$ cat src/rtl/uart_pkg.sv
// uart_pkg: shared types and constant helpers for the UART receive path
// and the transmitter that reuses uart_baud_tick.
//   parity_e    - parity mode encoding (none / odd / even)
//   rx_state_e  - receiver FSM states
//   calc_div        - clock cycles per oversample tick
//   calc_char_bits  - line bits per character (start + data + parity + stop)
package uart_pkg;

  typedef enum logic [1:0] {
    PAR_NONE = 2'd0,
    PAR_ODD  = 2'd1,
    PAR_EVEN = 2'd2
  } parity_e;

  typedef enum logic [2:0] {
    ST_IDLE   = 3'd0,
    ST_START  = 3'd1,
    ST_DATA   = 3'd2,
    ST_PARITY = 3'd3,
    ST_STOP   = 3'd4
  } rx_state_e;

  function automatic int calc_div(input int clk, input int baud, input int os);
    return clk / (baud * os);
  endfunction

  function automatic int calc_char_bits(input int d, input int p, input int s);
    return 1 + d + ((p != 0) ? 1 : 0) + s;
  endfunction

endpackage

$ cat src/rtl/uart_rx_frame_if.sv
// uart_rx_frame_if: receiver result bundle.
//   rx_data    - last received word
//   rx_valid   - one-cycle frame-complete pulse
//   rx_busy    - frame in progress
//   parity_err / frame_err / break_det - per-frame status, valid with rx_data
//   rx_t35     - inter-frame silence pulse (only when RX_T35_EN is defined)
// master: receiver side (drives everything); slave: consumer side.
interface uart_rx_frame_if #(
  parameter int DATA_BITS = 8
);
  logic [DATA_BITS-1:0] rx_data;
  logic                 rx_valid;
  logic                 rx_busy;
  logic                 parity_err;
  logic                 frame_err;
  logic                 break_det;
`ifdef RX_T35_EN
  logic                 rx_t35;

  modport master (output rx_data, rx_valid, rx_busy, parity_err, frame_err, break_det, rx_t35);
  modport slave  (input  rx_data, rx_valid, rx_busy, parity_err, frame_err, break_det, rx_t35);
`else
  modport master (output rx_data, rx_valid, rx_busy, parity_err, frame_err, break_det);
  modport slave  (input  rx_data, rx_valid, rx_busy, parity_err, frame_err, break_det);
`endif
endinterface

$ cat src/rtl/uart_baud_tick.sv
// uart_baud_tick: divide-by-DIV tick generator.
//   clk_in, rst_in - clock, synchronous active-high reset
//   clr            - synchronous clear, holds the divider at 0
//   en             - count enable
//   tick           - one-cycle pulse on each wrap of the 0..DIV-1 counter
// With the divider cleared on the cycle before counting starts, the first
// tick appears DIV cycles later.
module uart_baud_tick #(
  parameter int DIV = 10
) (
  input  logic clk_in,
  input  logic rst_in,
  input  logic clr,
  input  logic en,
  output logic tick
);
  localparam int CW = (DIV > 1) ? $clog2(DIV) : 1;
  localparam logic [CW-1:0] LAST = CW'(DIV - 1);

  logic [CW-1:0] cnt;

  always_ff @(posedge clk_in) begin
    if (rst_in || clr)  cnt <= '0;
    else if (en)        cnt <= (cnt == LAST) ? '0 : cnt + 1'b1;
  end

  assign tick = en && !clr && (cnt == LAST);
endmodule

$ cat src/rtl/uart_rx_frame.sv
// uart_rx_frame: parametrised UART receiver (data width, parity, stop bits)
// with start-bit glitch rejection and parity / framing / break reporting.
//   clk_in   - system clock
//   rst_in   - synchronous active-high reset
//   rs232_rx - asynchronous serial line, idles high
//   rx_if    - result bundle (uart_rx_frame_if.master)
// Optional: define RX_T35_EN to add the rx_t35 inter-frame silence pulse;
// ticks then run free in IDLE so silence can be measured.
module uart_rx_frame
  import uart_pkg::*;
#(
  parameter int CLK_FREQ   = 50000000,
  parameter int BAUD_RATE  = 9600,
  parameter int OVERSAMPLE = 16,
  parameter int DATA_BITS  = 8,
  parameter int PARITY     = 0,
  parameter int STOP_BITS  = 1
) (
  input  logic            clk_in,
  input  logic            rst_in,
  input  logic            rs232_rx,
  uart_rx_frame_if.master rx_if
);
  localparam int DIV = calc_div(CLK_FREQ, BAUD_RATE, OVERSAMPLE);
  localparam int M   = OVERSAMPLE / 2;
  localparam int SW  = $clog2(OVERSAMPLE);

  localparam logic [SW-1:0] S_VM1  = SW'(M - 1);
  localparam logic [SW-1:0] S_VM   = SW'(M);
  localparam logic [SW-1:0] S_VP1  = SW'(M + 1);
  localparam logic [SW-1:0] S_LAST = SW'(OVERSAMPLE - 1);
  localparam logic [3:0]    BC_DLAST = 4'(DATA_BITS - 1);
  localparam logic [3:0]    BC_SLAST = 4'(STOP_BITS - 1);

  localparam bit HAS_PAR = (PARITY != 0);
  localparam bit ODD_PAR = (PARITY == int'(PAR_ODD));

  localparam logic [2:0] S_IDLE  = ST_IDLE;
  localparam logic [2:0] S_START = ST_START;
  localparam logic [2:0] S_DATA  = ST_DATA;
  localparam logic [2:0] S_PAR   = ST_PARITY;
  localparam logic [2:0] S_STOP  = ST_STOP;

  logic                 rx_m, rxs;
  logic [2:0]           state;
  logic                 armed;
  logic [SW-1:0]        s;
  logic [3:0]           bitcnt;
  logic [DATA_BITS-1:0] shreg;
  logic                 v0, v1, par_bit, ferr_acc;
  logic                 tick, tick_clr, tick_en;
  logic                 accept, samp, bit_end, vote;
  logic                 fe_now, pe_now, brk_now;

  // Frame results are staged on the last-stop vote and published together
  // with rx_valid one cycle later, so data and flags always change at once.
  logic                 pend;
  logic [DATA_BITS-1:0] stg_data, data_q;
  logic                 stg_pe, stg_fe, stg_brk;
  logic                 pe_q, fe_q, brk_q, valid_q;

  assign accept  = (state == S_IDLE) && armed && !rxs;
  assign samp    = tick && (s == S_VP1);
  assign bit_end = tick && (s == S_LAST);
  // third sample is the live synchronised line at s = M+1
  assign vote    = (v0 & v1) | (v0 & rxs) | (v1 & rxs);

  assign fe_now  = ferr_acc | ~vote;
  assign pe_now  = HAS_PAR && (par_bit != ((^shreg) ^ ODD_PAR));
  assign brk_now = fe_now && (shreg == '0) && (!HAS_PAR || !par_bit);

`ifdef RX_T35_EN
  assign tick_clr = accept;
  assign tick_en  = 1'b1;
`else
  assign tick_clr = (state == S_IDLE);
  assign tick_en  = (state != S_IDLE);
`endif

  uart_baud_tick #(.DIV(DIV)) u_tick (
    .clk_in (clk_in),
    .rst_in (rst_in),
    .clr    (tick_clr),
    .en     (tick_en),
    .tick   (tick)
  );

  always_ff @(posedge clk_in) begin
    if (rst_in) begin
      rx_m     <= 1'b0;
      rxs      <= 1'b0;
      state    <= S_IDLE;
      armed    <= 1'b0;
      s        <= '0;
      bitcnt   <= '0;
      shreg    <= '0;
      v0       <= 1'b0;
      v1       <= 1'b0;
      par_bit  <= 1'b0;
      ferr_acc <= 1'b0;
      pend     <= 1'b0;
      stg_data <= '0;
      stg_pe   <= 1'b0;
      stg_fe   <= 1'b0;
      stg_brk  <= 1'b0;
      data_q   <= '0;
      pe_q     <= 1'b0;
      fe_q     <= 1'b0;
      brk_q    <= 1'b0;
      valid_q  <= 1'b0;
    end else begin
      rx_m    <= rs232_rx;
      rxs     <= rx_m;
      pend    <= 1'b0;
      valid_q <= pend;
      if (pend) begin
        data_q <= stg_data;
        pe_q   <= stg_pe;
        fe_q   <= stg_fe;
        brk_q  <= stg_brk;
      end

      if (state != S_IDLE && tick) begin
        s <= (s == S_LAST) ? '0 : s + 1'b1;
        if (s == S_VM1) v0 <= rxs;
        if (s == S_VM)  v1 <= rxs;
      end

      case (state)
        S_IDLE: begin
          if (rxs) armed <= 1'b1;
          if (accept) begin
            state    <= S_START;
            s        <= '0;
            bitcnt   <= '0;
            ferr_acc <= 1'b0;
          end
        end
        S_START: begin
          if (samp && vote) state <= S_IDLE;   // glitch, not a start bit
          else if (bit_end) state <= S_DATA;
        end
        S_DATA: begin
          if (samp) shreg <= {vote, shreg[DATA_BITS-1:1]};
          if (bit_end) begin
            if (bitcnt == BC_DLAST) begin
              bitcnt <= '0;
              state  <= HAS_PAR ? S_PAR : S_STOP;
            end else begin
              bitcnt <= bitcnt + 1'b1;
            end
          end
        end
        S_PAR: begin
          if (samp)    par_bit <= vote;
          if (bit_end) state   <= S_STOP;
        end
        S_STOP: begin
          if (samp) begin
            if (bitcnt == BC_SLAST) begin
              // leave mid-bit so the next start edge is not missed
              state    <= S_IDLE;
              pend     <= 1'b1;
              stg_data <= shreg;
              stg_pe   <= pe_now;
              stg_fe   <= fe_now;
              stg_brk  <= brk_now;
              if (brk_now) armed <= 1'b0;   // wait for line high before next start
            end else begin
              ferr_acc <= fe_now;
            end
          end
          if (bit_end) bitcnt <= bitcnt + 1'b1;
        end
        default: state <= S_IDLE;
      endcase
    end
  end

  assign rx_if.rx_data    = data_q;
  assign rx_if.rx_valid   = valid_q;
  assign rx_if.rx_busy    = (state != S_IDLE);
  assign rx_if.parity_err = pe_q;
  assign rx_if.frame_err  = fe_q;
  assign rx_if.break_det  = brk_q;

`ifdef RX_T35_EN
  localparam int T35 = 7 * calc_char_bits(DATA_BITS, PARITY, STOP_BITS) * OVERSAMPLE / 2;

  logic [23:0] sil_cnt;
  logic        t35_arm, t35_q;

  // Silence is measured in ticks of idle-high line after a completed frame;
  // one pulse per gap, re-armed by the next frame.
  always_ff @(posedge clk_in) begin
    if (rst_in) begin
      sil_cnt <= '0;
      t35_arm <= 1'b0;
      t35_q   <= 1'b0;
    end else begin
      t35_q <= 1'b0;
      if (accept) begin
        sil_cnt <= '0;
      end else if (pend) begin
        sil_cnt <= '0;
        t35_arm <= 1'b1;
      end else if (t35_arm && tick && state == S_IDLE && rxs) begin
        sil_cnt <= sil_cnt + 1'b1;
        if (sil_cnt == 24'(T35 - 1)) begin
          t35_q   <= 1'b1;
          t35_arm <= 1'b0;
        end
      end
    end
  end

  assign rx_if.rx_t35 = t35_q;
`endif
endmodule
$ cat src/flat_wrapper.sv
// flat-port wrapper written by rule: the top's interface ports become plain ports
module uart_rx_frame_flat import uart_pkg::*;
#(
  parameter int CLK_FREQ   = 50000000,
  parameter int BAUD_RATE  = 9600,
  parameter int OVERSAMPLE = 16,
  parameter int DATA_BITS  = 8,
  parameter int PARITY     = 0,
  parameter int STOP_BITS  = 1
)
  (clk_in, rst_in, rs232_rx, rx_if_rx_data, rx_if_rx_valid, rx_if_rx_busy, rx_if_parity_err, rx_if_frame_err, rx_if_break_det);
  uart_rx_frame_if #(.DATA_BITS(DATA_BITS)) rx_if_i ();
  input  logic clk_in;
  input  logic rst_in;
  input  logic rs232_rx;
  output wire logic [$bits(rx_if_i.rx_data)-1:0] rx_if_rx_data;
  output wire logic [$bits(rx_if_i.rx_valid)-1:0] rx_if_rx_valid;
  output wire logic [$bits(rx_if_i.rx_busy)-1:0] rx_if_rx_busy;
  output wire logic [$bits(rx_if_i.parity_err)-1:0] rx_if_parity_err;
  output wire logic [$bits(rx_if_i.frame_err)-1:0] rx_if_frame_err;
  output wire logic [$bits(rx_if_i.break_det)-1:0] rx_if_break_det;
  assign rx_if_rx_data = rx_if_i.rx_data;
  assign rx_if_rx_valid = rx_if_i.rx_valid;
  assign rx_if_rx_busy = rx_if_i.rx_busy;
  assign rx_if_parity_err = rx_if_i.parity_err;
  assign rx_if_frame_err = rx_if_i.frame_err;
  assign rx_if_break_det = rx_if_i.break_det;
  uart_rx_frame #(.CLK_FREQ(CLK_FREQ), .BAUD_RATE(BAUD_RATE), .OVERSAMPLE(OVERSAMPLE), .DATA_BITS(DATA_BITS), .PARITY(PARITY), .STOP_BITS(STOP_BITS)) u_core (.clk_in(clk_in), .rst_in(rst_in), .rs232_rx(rs232_rx), .rx_if(rx_if_i));
endmodule
$ cat config.mk
export PLATFORM = sky130hd
export DESIGN_NAME = uart_rx_frame_flat
export DESIGN_NICKNAME = d
export VERILOG_FILES = /design/src/rtl/uart_pkg.sv /design/src/rtl/uart_rx_frame_if.sv /design/src/rtl/uart_baud_tick.sv /design/src/rtl/uart_rx_frame.sv /design/src/flat_wrapper.sv
export SDC_FILE = /design/constraint.sdc
export NUM_CORES = 1
export LEC_CHECK = 0
export ABC_AREA = 1
export CAP_MARGIN = 20
export CORE_UTILIZATION = 40
export CTS_BUF_LIST = sky130_fd_sc_hd__clkbuf_2 sky130_fd_sc_hd__clkbuf_4 sky130_fd_sc_hd__clkbuf_8
export DETAILED_ROUTE_END_ITERATION = 7
export MAX_ROUTING_LAYER = met4
export PLACE_DENSITY = 0.62
export SYNTH_ARGS = -nofsm -noshare
export SYNTH_HDL_FRONTEND = slang
export SYNTH_SLANG_ARGS = --single-unit
$ cat constraint.sdc
create_clock -name clk_in -period 5.12 [get_ports clk_in]
set_clock_uncertainty 0.15 [all_clocks]
set_input_delay 0.512 -clock clk_in [delete_from_list [all_inputs] [get_ports clk_in]]
set_output_delay 0.512 -clock clk_in [all_outputs]
set_load 0.1 [all_outputs]
==> After elaboration in Yosys (flattened, before gate mapping) <==
Cells that the tools add are included.
{ "classes": {"addsub": 3, "mul": 0, "div": 0, "magnitude_cmp": 0, "eq_ne": 21, "shift": 0, "mux": 29, "n_bitwise": 9, "reduce_logical": 27} }
{ "ops": {"columns": ["cell", "n"], "rows": [
  ["2-to-1 mux 4 bit", 8],
  ["2-to-1 mux 3 bit", 8],
  ["!= test 2 x 1 -> 1 bit (second input constant)", 9],
  ["one-hot mux 3 bit (5 select lines)", 1],
  ["== test 4 bit (second input constant)", 3],
  ["one-hot mux 4 bit (3 select lines)", 1],
  ["adder 9 x 1 -> 9 bit (second input constant)", 1],
  ["== test 9 bit (second input constant)", 1],
  ["logical AND 1 bit", 9],
  ["2-to-1 mux 9 bit", 1],
  ["adder 4 x 1 -> 4 bit (second input constant)", 2],
  ["== test 4 x 3 -> 1 bit (second input constant)", 2],
  ["zero test 8 bit", 1],
  ["2-to-1 mux 1 bit", 8],
  ["AND reduction 4 bit", 2],
  ["AND reduction 7 bit", 1],
  ["== test 3 x 2 -> 1 bit (second input constant)", 2],
  ["AND reduction 2 bit", 3],
  ["nonzero test 3 bit", 2],
  ["AND reduction 5 bit", 1],
  ["zero test 4 bit", 1],
  ["one-hot mux 1 bit (2 select lines)", 2],
  ["AND 1 bit", 3],
  ["== test 3 x 1 -> 1 bit (second input constant)", 1],
  ["other kinds (11)", 16]
]} }
{ "word_totals": {"reg_bits": 56, "latchBits": 0, "ramBits": 0, "mem_bits_ro": 0, "in_bits": 3, "out_inout_bits": 13, "word_cells": 108, "memories": 0} }

==> Logic depth before layout (Yosys ltp) <==
{ "logic_depth": {"depth_word": 10, "mapped_depth": 13} }

==> Hierarchy <==
From an unflattened synthesis, not the netlist that was laid out.
{ "hier_totals": {"hier_cells": 355, "area_unflattened_um2": 2663.8} }
{ "modules_own_cells": {"columns": ["mod", "instances", "cells_each", "area_per_inst_um2", "seq_area_each_um2"], "rows": [
  ["uart_rx_frame", 1, 278, 2155.8, 940.9],
  ["uart_baud_tick", 1, 77, 508.0, 180.2]
]} }

==> Least setup slack after synthesis <==
No wires, ideal clock.
{ "synth_path": {"path_kind": "reg-to-reg", "startpoint": "register u_core.u_tick.cnt[0]", "endpoint": "register u_core.shreg[5]", "setup_ns": 0.119, "t_arrival_ns": 1.449, "t_required_ns": 4.851, "slack_ns": 3.401, "stages_incl_launch_ff": 13, "path_cell_list": "dfxtp_1 > inv_1 > ha_1 > nand2_1 > inv_1 > nand2_1 > nor2_4 > nand2_2 > inv_2 > nand3_2 > buf_2 > o21ai_0 > a21oi_1"} }
{ "synth_between": {"elab_chain_cells": 4} }
{ "synth_lines": {"columns": ["item", "line_no", "rtl"], "rows": [
  ["start: declaration", "uart_baud_tick.sv:20", "logic [CW-1:0] cnt;"],
  ["start signal: assignment", "uart_baud_tick.sv:24", "else if (en) cnt <= (cnt == LAST) ? '0 : cnt + 1'b1;"],
  ["== test 9 bit", "uart_baud_tick.sv:27", "assign tick = en && !clr && (cnt == LAST);"],
  ["logical AND 1 bit", "uart_baud_tick.sv:27", null],
  ["logical AND 1 bit", "uart_rx_frame.sv:63", "assign samp = tick && (s == S_VP1);"],
  ["AND reduction 2 bit (no line)", null, null],
  ["end signal: assignment", "uart_rx_frame.sv:144", "if (samp) shreg <= {vote, shreg[DATA_BITS-1:1]};"],
  ["end: declaration", "uart_rx_frame.sv:49", "logic [DATA_BITS-1:0] shreg;"]
]} }
Every way passes these cells.
A chain may end at the register's enable or synchronous reset.

==> Worst setup path in the final report <==
{ "layout_path": {"startpoint": "register u_core.state[0]", "endpoint": "output rx_if_rx_busy"} }
{ "layout_between": {"elab_chain_cells": 1} }
{ "layout_lines": {"columns": ["item", "line_no", "rtl"], "rows": [
  ["start: declaration", "uart_rx_frame.sv:45", "logic [2:0] state;"],
  ["start signal: assignment", "uart_rx_frame.sv:148", "state <= HAS_PAR ? S_PAR : S_STOP;"],
  ["nonzero test 3 bit", "uart_rx_frame.sv:182", "assign rx_if.rx_busy = (state != S_IDLE);"],
  ["end: declaration", "flat_wrapper.sv:18", "output wire logic [$bits(rx_if_i.rx_busy)-1:0] rx_if_rx_busy;"]
]} }
Every way passes these cells.

==> key figures <==
Placed design
  • Placed cell count: between 400 and 500
  • Place WS: about 2.5 ns
  • Placed Area: around 2600 um2
  • # port buffers: 14
  • Routability congestion estimate: roughly 0.79
  • Hpwl dp: roughly 3300 um

Clock tree
  • Clock Path Buffers: 2
  • PostCTS Resize Cnt: 0
  • CTS Hold Buffers Added: 0
  • Clk slew on worst S/H paths: 0.10 ns
  • H-Tree Depth: 2
  • Root buffer cell: clkbuf_8
  • Post-CTS Setup Inserts: 0
  • CTS tree: done
  • Clock Sinks: 56
  • Worst skew pair latency: between 0.3 and 0.4 ns
  • TritonCTS buffer count: 5

Worst setup path
  • Worst path max stage delay: approximately 1.2 ns
  • End of the worst register-to-register path: u_core.stg_fe
  • Setup crit end kind: primary output
  • Class of the most critical setup path: flip-flop to primary output
  • Worst r2r src: u_core.u_tick.cnt[0]
  • Cell Chain, Critical Path: nor2_2 -> nand2_4 -> clkdlybuf4s50_1
  • R2R cell count: 11
  • Reg2Reg Setup Slack: a little under 3 ns
  • WP data arrival: ~2.2 ns
  • CP Max Fanout: 12
  • Startpoint Class: flip-flop
  • Crit path required time: around 4.5 ns
  • CP max-delay cell: clkdlybuf4s50_1

Drt
  • Drt total wl: 4640 um
  • ANT nets after route: 0
  • Avg WL per Cell: roughly 11 um
  • Vias per cell: about 4.8
  • DRC: 0
  • Drt pass-1 iters: 4
  • Initial DRC Count: 124
  • Via count: a little under 2000

Final layout
  • P&R area growth vs syn: 12.3%
  • Commonest cells after routing, fill and taps aside: dfxtp_1 (56), nor2_1 (47), inv_1 (43), nand2_1 (37)
  • Final instance area: about 2700 um2
  • N_diodes: 0
  • Share of post-route cells with drive strength above 1: 0.0861
  • Most common cell after layout, fill and taps aside: dfxtp_1
  • Core Util, Final: 0.463
  • Cell Count, Final, Fillers Out: approximately 400
  • Fillers: just under 600
  • Post-layout nets: roughly 350

Pwr
  • Leakage: around 1.1 nW
  • PD cells: 367 nW/um2
  • VDD IR max: about 0.00014 V

STA
  • Worst slew margin: 0.347
  • Max-slew violations: 0
  • Slew @ Worst Pin: between 0.9 and 1 ns
  • Final WS setup: ~2.3 ns
  • Final hold vios: 0
  • TNS Setup: 0 ns
  • Final worst path period share: 0.548
  • Min Clock Period, post-route: roughly 2.8 ns
  • Setup Viol. Count Final: 0
  • Fmax: between 300 and 400 MHz
  • RSZ-0062 raised after global routing: no

Flow run
  • Max-Cap Viols: 0

Hold path
  • Hold path startpoint: u_core.rx_m
  • Type of the worst min-delay path: flip-flop to flip-flop
  • Hold path cells: 2
  • Worst Hold Path EP: u_core.rxs

Global routing
  • Largest net degree at the start of global routing: 34
  • First-pass GRT wire length: 7910 um
  • All-Layer GR Usage: 0.163
  • GR Overflow Total: 0
  • Initial antenna violation count: 0
  • Vias in the first global route: around 1700

Run status
  • Status: finished, final reports clean

Floorplanning
  • Die Wd: between 80 and 90 um
  • Top Ports: 16
  • Initial core utilization: 0.412
  • Rows: 28
  • Die area: 6420 um2
  • Die Span Y: around 80 um
  • Core footprint: around 5900 um2

Synthesis
  • #FFs+latches synth: 56
  • Gate count of the mapped netlist: approximately 330
  • Post-Syn Area: about 2400 um2
  • Number of synthesis warnings: 0
  • Net Count, Synth: roughly 340
  • Area share of the largest cell type after synthesis: 0.459
  • Post-synth cell types: 30
  • Sequential area share after synthesis: 0.459
  • Synth area leaders: dfxtp_1 (46%), nor2_1 (7.2%), a21oi_1 (7.0%), o21ai_0 (7.0%), inv_1 (6.6%)
  • Avg Synthesized Cell Area: about 7.5 um2
  • Biggest area consumer among synthesized cells: dfxtp_1
==> stage by stage <==
step                      hold WS [ns]  power [mW]
after floorplan                  0.238       0.681
after global placement           0.244       0.713
after detailed placement         0.250       0.717
after CTS                        0.264        1.01
after global routing             0.295        1.07
final                            0.260        1.01
==> critical path: cells and delay by family (launching register included) <==
family                 cells  cell delay [ns]
DFF                        1             0.41
buffers and inverters      1             1.17
and+or+nand+nor            2             0.24
==> power breakdown <==
group          switching [mW]  leakage [nW]  internal, mW
Combinational           0.168         0.582        0.0687
Clock                   0.151        0.0548         0.148
Sequential             0.0170         0.452         0.454
==> metal layers <==
layer  global-route usage  wire, um
met3               0.0341       122
met2                0.241      1950
met5                    -         0
met1                0.218      2490
met4               0.0643        79
==> synth_stat cells <==
| library cell | n |
|---|---|
| and3_1 | 1 |
| nand2_2 | 6 |
| nor3b_1 | 1 |
| nand3_1 | 12 |
| dfxtp_1 | 56 |
| o21ai_1 | 1 |
| a31oi_1 | 1 |
| xor2_1 | 1 |
| nand4_1 | 3 |
| a21oi_1 | 34 |
| nor4_1 | 2 |
| inv_1 | 43 |
| ha_1 | 7 |
| nor2_2 | 5 |
| nand2_1 | 37 |
| conb_1 | 1 |
| nand3_2 | 1 |
| o21ai_2 | 1 |
| buf_4 | 1 |
| inv_2 | 1 |
| o21ai_0 | 34 |
| nand2_4 | 2 |
| nor3_1 | 11 |
| nor2_1 | 47 |
| clkbuf_1 | 6 |
| nor2_4 | 3 |
| buf_6 | 1 |
| buf_2 | 3 |
| a211oi_1 | 2 |
| nor3b_2 | 1 |
==> layout make-up <==
class | count | area (um2) | area share
clock inverter | 3 | 46.3 | 0.0169
clock buffer | 5 | 68.8 | 0.0251
timing repair buffer | 15 | 148 | 0.0539
tap | 75 | 93.8 | 0.0342
sequential | 56 | 1120 | 0.409
multi-input combinational | 214 | 1100 | 0.401
inverter | 44 | 165 | 0.0602
==> flip-flops by register name, indices dropped and copies added (netlist names), 3 cells and up <==
register and flops:
u_core.bitcnt 4, u_core.s 4, u_core.state 3, u_core.u_tick.cnt 9, u_core.stg_data 8, u_core.rx_if.rx_data 8
u_core.shreg 8
==> kinds of logic (layout without fill, tap and decap cells) <==
| group | count (synthesis) | in the layout | share of synthesized area |
|---|---|---|---|
| xor gates and xnor gates | 1 | 1 | 0.00359 |
| adders and majority gates | 7 | 7 | 0.0359 |
| buffers and inverters | 55 | 67 | 0.0907 |
| and+or+nand+nor | 132 | 132 | 0.255 |
| AOI/OAI and AO/OA | 73 | 73 | 0.154 |
| other | 1 | 1 | 0.00154 |
| DFF | 56 | 56 | 0.459 |
==> worst max path at each step <==
stage,startpoint,end,slack [ns],cells after the start
detailed placement,rst_in,u_core.s[1],2.47,4
finish,u_core.state[0],rx_if_rx_busy,2.31,3
global placement,rst_in,u_core.s[3],2.53,4
floorplan,u_core.u_tick.cnt[0],u_core.shreg[5],3.40,12
CTS,u_core.state[0],rx_if_rx_busy,2.32,3
global route,u_core.state[1],rx_if_rx_busy,2.25,3
(Power assumes the default switching activity.)
